<file path="config.mk">
export PLATFORM = sky130hd
export DESIGN_NAME = dshot_frame_rx
export DESIGN_NICKNAME = d
export VERILOG_FILES = /design/src/rtl/dshot_frame_rx.sv
export SDC_FILE = /design/constraint.sdc
export NUM_CORES = 1
export LEC_CHECK = 0
export CORE_UTILIZATION = 50
export CTS_BUF_LIST = sky130_fd_sc_hd__clkbuf_2 sky130_fd_sc_hd__clkbuf_4 sky130_fd_sc_hd__clkbuf_8
export DETAILED_ROUTE_END_ITERATION = 10
export PLACE_DENSITY = 0.69
export SLEW_MARGIN = 20
export SYNTH_ARGS = -nofsm -noshare
export SYNTH_HDL_FRONTEND = slang
export SYNTH_SLANG_ARGS = --single-unit
</file>
<file path="constraint.sdc">
create_clock -name clk -period 2.3 [get_ports clk]
set_input_delay 0.46 -clock clk [delete_from_list [all_inputs] [get_ports clk]]
set_output_delay 0.46 -clock clk [all_outputs]
set_load 0.05 [all_outputs]
</file>
<file path="src/rtl/dshot_frame_rx.sv">
// DShot frame receiver: synchronizes the raw line, measures high pulses,
// assembles 16-bit frames, checks the CRC and maintains a failsafe link flag.
module dshot_frame_rx #(
  parameter int CLK_PER_BIT_THRESH = 60,
  parameter int MIN_HIGH           = 16,
  parameter int MAX_HIGH           = 100,
  parameter int GAP_TIMEOUT        = 200,
  parameter int FAILSAFE_CYC       = 1600000
) (
  input  logic        clk,
  input  logic        rst_n,
  input  logic        dshotPin,
  output logic [10:0] throttle,
  output logic        telem,
  output logic [7:0]  outputSpeed,
  output logic        frame_valid,
  output logic        frame_err,
  output logic        link_ok
);

  localparam int HW = $clog2(MAX_HIGH + 2);
  localparam int LW = $clog2(GAP_TIMEOUT + 1);
  localparam int FW = $clog2(FAILSAFE_CYC + 1);
  localparam logic [HW-1:0] MIN_H  = HW'(MIN_HIGH);
  localparam logic [HW-1:0] MAX_H  = HW'(MAX_HIGH);
  localparam logic [HW-1:0] THR_H  = HW'(CLK_PER_BIT_THRESH);
  localparam logic [LW-1:0] GAP_L  = LW'(GAP_TIMEOUT - 1);
  localparam logic [FW-1:0] FS_MAX = FW'(FAILSAFE_CYC);

  typedef enum logic [1:0] {IDLE, HIGH, LOW} state_t;

  state_t        state_q, state_d;
  logic [1:0]    sync_q;
  logic          prev_q;
  logic [HW-1:0] hcnt_q, hcnt_d;
  logic [LW-1:0] lcnt_q, lcnt_d;
  logic [4:0]    bcnt_q, bcnt_d;
  logic [14:0]   shift_q, shift_d;
  logic [10:0]   thr_q, thr_d;
  logic          tel_q, tel_d;
  logic [7:0]    spd_q, spd_d;
  logic          fv_q, fv_d, fe_q, fe_d;
  logic [FW-1:0] fs_q, fs_d;
  logic          link_q, link_d;

  logic        pin_s, rise, fall, bit_v;
  logic [15:0] frame;
  logic [3:0]  crc_exp;

  function automatic logic [7:0] speed_of(input logic [10:0] t);
    logic [10:0] d;
    d = t - 11'd48;
    return (t < 11'd48) ? 8'd0 : d[10:3];
  endfunction

  assign pin_s   = sync_q[1];
  assign rise    = pin_s & ~prev_q;
  assign fall    = ~pin_s & prev_q;
  assign bit_v   = (hcnt_q >= THR_H);
  assign frame   = {shift_q, bit_v};
  // Nibble-wise XOR of the 12-bit value field equals the folded-shift CRC.
  assign crc_exp = frame[15:12] ^ frame[11:8] ^ frame[7:4];

  always_ff @(posedge clk or negedge rst_n) begin
    if (!rst_n) begin
      sync_q  <= '0;
      prev_q  <= 1'b0;
      state_q <= IDLE;
      hcnt_q  <= '0;
      lcnt_q  <= '0;
      bcnt_q  <= '0;
      shift_q <= '0;
      thr_q   <= '0;
      tel_q   <= 1'b0;
      spd_q   <= '0;
      fv_q    <= 1'b0;
      fe_q    <= 1'b0;
      fs_q    <= '0;
      link_q  <= 1'b0;
    end else begin
      sync_q  <= {sync_q[0], dshotPin};
      prev_q  <= sync_q[1];
      state_q <= state_d;
      hcnt_q  <= hcnt_d;
      lcnt_q  <= lcnt_d;
      bcnt_q  <= bcnt_d;
      shift_q <= shift_d;
      thr_q   <= thr_d;
      tel_q   <= tel_d;
      spd_q   <= spd_d;
      fv_q    <= fv_d;
      fe_q    <= fe_d;
      fs_q    <= fs_d;
      link_q  <= link_d;
    end
  end

  always_comb begin
    state_d = state_q;
    hcnt_d  = hcnt_q;
    lcnt_d  = lcnt_q;
    bcnt_d  = bcnt_q;
    shift_d = shift_q;
    thr_d   = thr_q;
    tel_d   = tel_q;
    spd_d   = spd_q;
    fv_d    = 1'b0;
    fe_d    = 1'b0;
    fs_d    = fs_q;
    link_d  = link_q;

    case (state_q)
      IDLE: begin
        if (rise) begin
          state_d = HIGH;
          hcnt_d  = {{(HW-1){1'b0}}, 1'b1};
        end
      end
      HIGH: begin
        if (fall) begin
          if (hcnt_q < MIN_H || hcnt_q > MAX_H) begin
            fe_d    = 1'b1;
            bcnt_d  = '0;
            state_d = IDLE;
          end else begin
            shift_d = frame[14:0];
            if (bcnt_q == 5'd15) begin
              bcnt_d  = '0;
              state_d = IDLE;
              if (crc_exp == frame[3:0]) begin
                fv_d  = 1'b1;
                thr_d = frame[15:5];
                tel_d = frame[4];
                spd_d = speed_of(frame[15:5]);
              end else begin
                fe_d = 1'b1;
              end
            end else begin
              bcnt_d  = bcnt_q + 5'd1;
              lcnt_d  = '0;
              state_d = LOW;
            end
          end
        end else if (hcnt_q <= MAX_H) begin
          // Stops one past MAX_HIGH so an over-long pulse is still flagged.
          hcnt_d = hcnt_q + 1'b1;
        end
      end
      LOW: begin
        if (rise) begin
          state_d = HIGH;
          hcnt_d  = {{(HW-1){1'b0}}, 1'b1};
        end else if (lcnt_q == GAP_L) begin
          fe_d    = (bcnt_q != 5'd0);
          bcnt_d  = '0;
          state_d = IDLE;
        end else begin
          lcnt_d = lcnt_q + 1'b1;
        end
      end
      default: state_d = IDLE;
    endcase

    if (fv_d) begin
      fs_d   = '0;
      link_d = 1'b1;
    end else if (fs_q == FS_MAX) begin
      link_d = 1'b0;
      thr_d  = '0;
      tel_d  = 1'b0;
      spd_d  = '0;
    end else begin
      fs_d = fs_q + 1'b1;
    end
  end

  assign throttle    = thr_q;
  assign telem       = tel_q;
  assign outputSpeed = spd_q;
  assign frame_valid = fv_q;
  assign frame_err   = fe_q;
  assign link_ok     = link_q;

endmodule

</file>
==> results.md <==
Power:
- In this run, the combinational gates consume 14.0% of the power.
- The clock group share of total power is 35.6%.
- The peak ir drop on the vdd network is 0.445 mV.
- Summed over all nets, the switching power comes to 898 uW.
- In this run the static leakage power is 0.00216 uW.
- In this run switching power makes up 29.0% of total power.
- The internal power of the cells totals 2200 uW.
- The power density over cell area is 621 nW/um^2.
- The share of power burned in registers is 50.3%.

Detailed routing:
- The top routing layer in use is met4.
- The routed design uses 228 um of met3 wire.
- Summing over every cut layer, the via total after detailed routing is 3233.
- The residual DRC count is 0.
- The number of iterations in the first detailed-routing pass is 4.
- The remaining antenna violation count is 0.
- The detailed router finished its first iteration with 134 violations.
- The average via count per standard cell is 5.53.
- Dividing the detail-routed wire length by the instance count gives 14.6 um.
- The met1 routed wirelength after detailed routing is 4.09 mm.
- The aggregate routed wire length is 8.51 mm.
- The routed length on met2 is 4.09 mm.

Clock tree:
- The number of buffers created by CTS is 9.
- The buffer levels on the longest clock path is 2.
- TritonCTS built the clock tree.
- The clock edge transition at the registers on the reported setup and hold paths is 0.10 ns.
- The H-tree depth reported by CTS is 3.
- Buffers inserted to repair hold after CTS numbered 0.
- The quantity of gates resized following cts is 0.
- The clock latency on the worst-skew pair is 0.36 ns.
- The clock sink count is 84.
- The tree is rooted in a clkbuf_8.
- The count of buffers added by post-CTS timing repair for setup is 0.

Critical path:
- In this run the register-to-register setup slack is 0.1 ns.
- The data arrival at the endpoint of the critical path is 2.44 ns.
- The type of the worst setup path is flip-flop to flip-flop.
- In this run the critical register-to-register path is captured at state_q[0]$_DFFE_PN0P_.
- The startpoint identified for the worst register-to-register timing path is lcnt_q[0]$_DFFE_PN0P_.
- The maximum fanout count along the critical path is 6.
- In this run the worst setup path begins at lcnt_q[0]$_DFFE_PN0P_.
- STA classifies the critical path startpoint as a flip-flop.
- Data on the critical path is required at its endpoint by 2.54 ns.
- For the worst flop-to-flop path, the logic depth is 6.
- The timing endpoint of the critical path is state_q[0]$_DFFE_PN0P_.
- The element type at the critical path end is a flip-flop.

Global route:
- The maximum number of pins on one net before global-route repair is 41.
- Global routing used 20.5% of the available tracks across all layers.
- The global-route wire length before repair is 14.4 mm.
- The initial antenna violation count is 0.
- The number of global-route vias before repair is 3060.
- Summed over all layers, the global routing overflow is 0.

STA:
- The final hold violation count is 0.
- Static timing analysis puts the maximum clock frequency at 454 MHz.
- The worst path setup slack after routing is 0.0984 ns.
- At the pin with the least slew margin, the transition time is 0.825 ns.
- The post-layout minimum cycle time is 2.20 ns.
- Across the routed clock network, the largest skew measured is 0.0137 ns.
- Setup repair after global routing left no endpoint under its margin.
- The max-slew headroom at the worst pin is 45.0%.
- In the final timing run, aggregate negative setup slack is 0 ns.
- The final cycle utilization of the critical path is 95.7%.
- The number of pins exceeding their max-slew limit in the final report is 0.
- The setup-violating endpoint count in the final report is 0.

Placement:
- The worst setup slack after placement is 0.0780 ns.
- The count of buffers added on input and output ports is 25.
- In this run the cell area measured after placement is 4780 um^2.
- The number of placed cells counting well taps is 569.
- The final estimated routing congestion in global placement is 0.875.
- The half-perimeter wire length after placement is 6.01 mm.

Synthesis:
- After synthesis, flip-flops and latches occupy 48.2% of the total area.
- The number of standard cells after synthesis is 440.
- Counting every net in the synthesized netlist gives 455.
- The average instance area after synthesis is 9.92 um^2.
- The cell area after technology mapping is 4370 um^2.
- The total of flip-flops plus latches after synthesis is 84.
- The commonest register cell after synthesis is dfrtp_1.
- The proportion of register bits with asynchronous set or reset after synthesis is 100%.
- The distinct cell type count after synthesis is 58.
- The count of yosys warnings during synthesis is 0.
- The number of enable flip-flop cells after synthesis is 0.

Final layout:
- The number of diodes is 0.
- The final layout contains 490 nets.
- In the final layout, the share of cells above drive strength 1 is 10.2%.
- The count of non-filler cells in the finished layout is 585.
- The final core area utilization is 59.8%.
- After routing the design area is 4990 um^2.
- Relative to the synthesized area, the layout overhead comes to 14.3%.

Floorplanning:
- The core region is 8340 um^2.
- The die covers 9110 um^2.
- For this configuration, the core starts out at a cell density of 52.3%.
- Pin placement for this block handled 26 I/O pins.
- The floorplan has 33 rows.
- The width of the die is 95.4 um.
- The die is 95.4 um tall.

Flow run:
- The number of max-capacitance violations reported is 0.

Outcome:
- The flow ran to the end, and the final reports show no timing, DRC or antenna violations.

Hold path:
- The class of the most critical hold timing path is input port to asynchronous set/reset pin.
-- layout by cell type, fill, tap and decap left out, drive strengths merged, types with 4 or more instances in the layout --
| cell | count |
|---|---|
| nor3 | 8 |
| nor2b | 6 |
| xor2 | 19 |
| a21oi | 12 |
| mux2i | 25 |
| dfrtp | 84 |
| inv | 28 |
| nand2 | 58 |
| and2 | 4 |
| o21ai | 24 |
| clkdlybuf4s50 | 24 |
| nand4 | 8 |
| nand3 | 15 |
| xnor2 | 15 |
| clkbuf | 9 |
| ha | 12 |
| nor4b | 4 |
| a31oi | 4 |
| nor4 | 4 |
| nor2 | 38 |
| or4 | 5 |
| mux2 | 5 |
| buf | 19 |
| a32o | 4 |
-- layer usage --
metal / global-route usage (%) / vias up
li1: - / 1594
met1: 27.4 / 1579
met2: 33.5 / 51
met3: 4.07 / 9
met4: 6.34 / 0
met5: 0 / -
-- worst max-delay path, cell delays in order, from the launching register on --
cell	delay [ns]
dfrtp_1	0.44
ha_1	0.25
nand4b_1	0.12
nor4b_2	0.46
nor2b_1	0.12
o32a_1	0.39
mux2_1	0.32
-- Yosys cell counts (5+ instances only) --
cell type	n	share of area, %
nand4_1	8	1.1
inv_1	24	2.1
or4_1	5	0.86
o21ai_0	22	2.5
mux2i_1	25	5.7
nand2_1	58	5.0
nor2_1	38	3.3
nor2b_1	6	0.86
nor3_1	8	0.92
xor2_1	19	3.8
xnor2_1	15	3.0
clkbuf_1	11	0.95
a21oi_1	12	1.4
nand3_1	15	1.7
dfrtp_1	84	48
ha_1	12	3.4
-- kinds of logic (layout without fill, tap and decap cells) --
logic type                 Yosys count  after routing  synth area share (%)
buffers and inverters               43             83                  4.87
AOI/OAI and AO/OA                   65             65                  9.60
and+or+nand+nor                    171            171                  19.6
adders and majority gates           12             12                  3.44
DFF                                 84             84                  48.2
xor gates and xnor gates            35             35                  7.34
muxes                               30             30                  7.02
-- power groups by stage --
stage | logic [uW] | clock network (uW) | registers [uW]
after global placement | 410 | 0 | 1590
final | 436 | 1100 | 1560
after detailed placement | 424 | 0 | 1590
after floorplan | 302 | 0 | 1590
after global routing | 486 | 1200 | 1570
after CTS | 426 | 1140 | 1560
-- flip-flops by register name, indices dropped and copies added (netlist names) --
signal / cells
fs_q: 21
bcnt_q: 5
hcnt_q: 7
frame_err: 1
throttle: 11
sync_q: 2
shift_q: 15
prev_q: 1
link_ok: 1
telem: 1
state_q: 2
frame_valid: 1
lcnt_q: 8
outputSpeed: 8
-- worst min path at each step --
stage,start,end,slack [ns],cells past startpoint
3_5_place_dp,sync_q[0]$_DFF_PN0_,sync_q[1]$_DFF_PN0_,0.35,0
3_3_place_gp,sync_q[0]$_DFF_PN0_,sync_q[1]$_DFF_PN0_,0.34,0
5_1_grt,rst_n,fs_q[3]$_DFFE_PN0P_,0.09,1
2_1_floorplan,rst_n,bcnt_q[0]$_DFFE_PN0P_,0.16,0
6_report,rst_n,fs_q[5]$_DFFE_PN0P_,0.06,1
4_1_cts,rst_n,fs_q[5]$_DFFE_PN0P_,0.07,1
-- cell type report --
| class | instances | area (um^2) |
|---|---|---|
| fillers | 706 | 3350 |
| clock buffers | 9 | 124 |
| well taps | 105 | 131 |
| repair buffers | 43 | 395 |
| inverters | 24 | 90.1 |
| clock inverters | 7 | 80.1 |
| flip-flops and latches | 84 | 2100 |
| multi-input cells | 313 | 2070 |
-- stage by stage --
stage | total power (uW) | hold slack [ns]
finish | 3100 | 0.0584
CTS | 3120 | 0.0727
floorplan | 1890 | 0.164
global placement | 2000 | 0.339
detailed placement | 2010 | 0.347
global route | 3250 | 0.0918
Power figures use the tool's default switching activity.
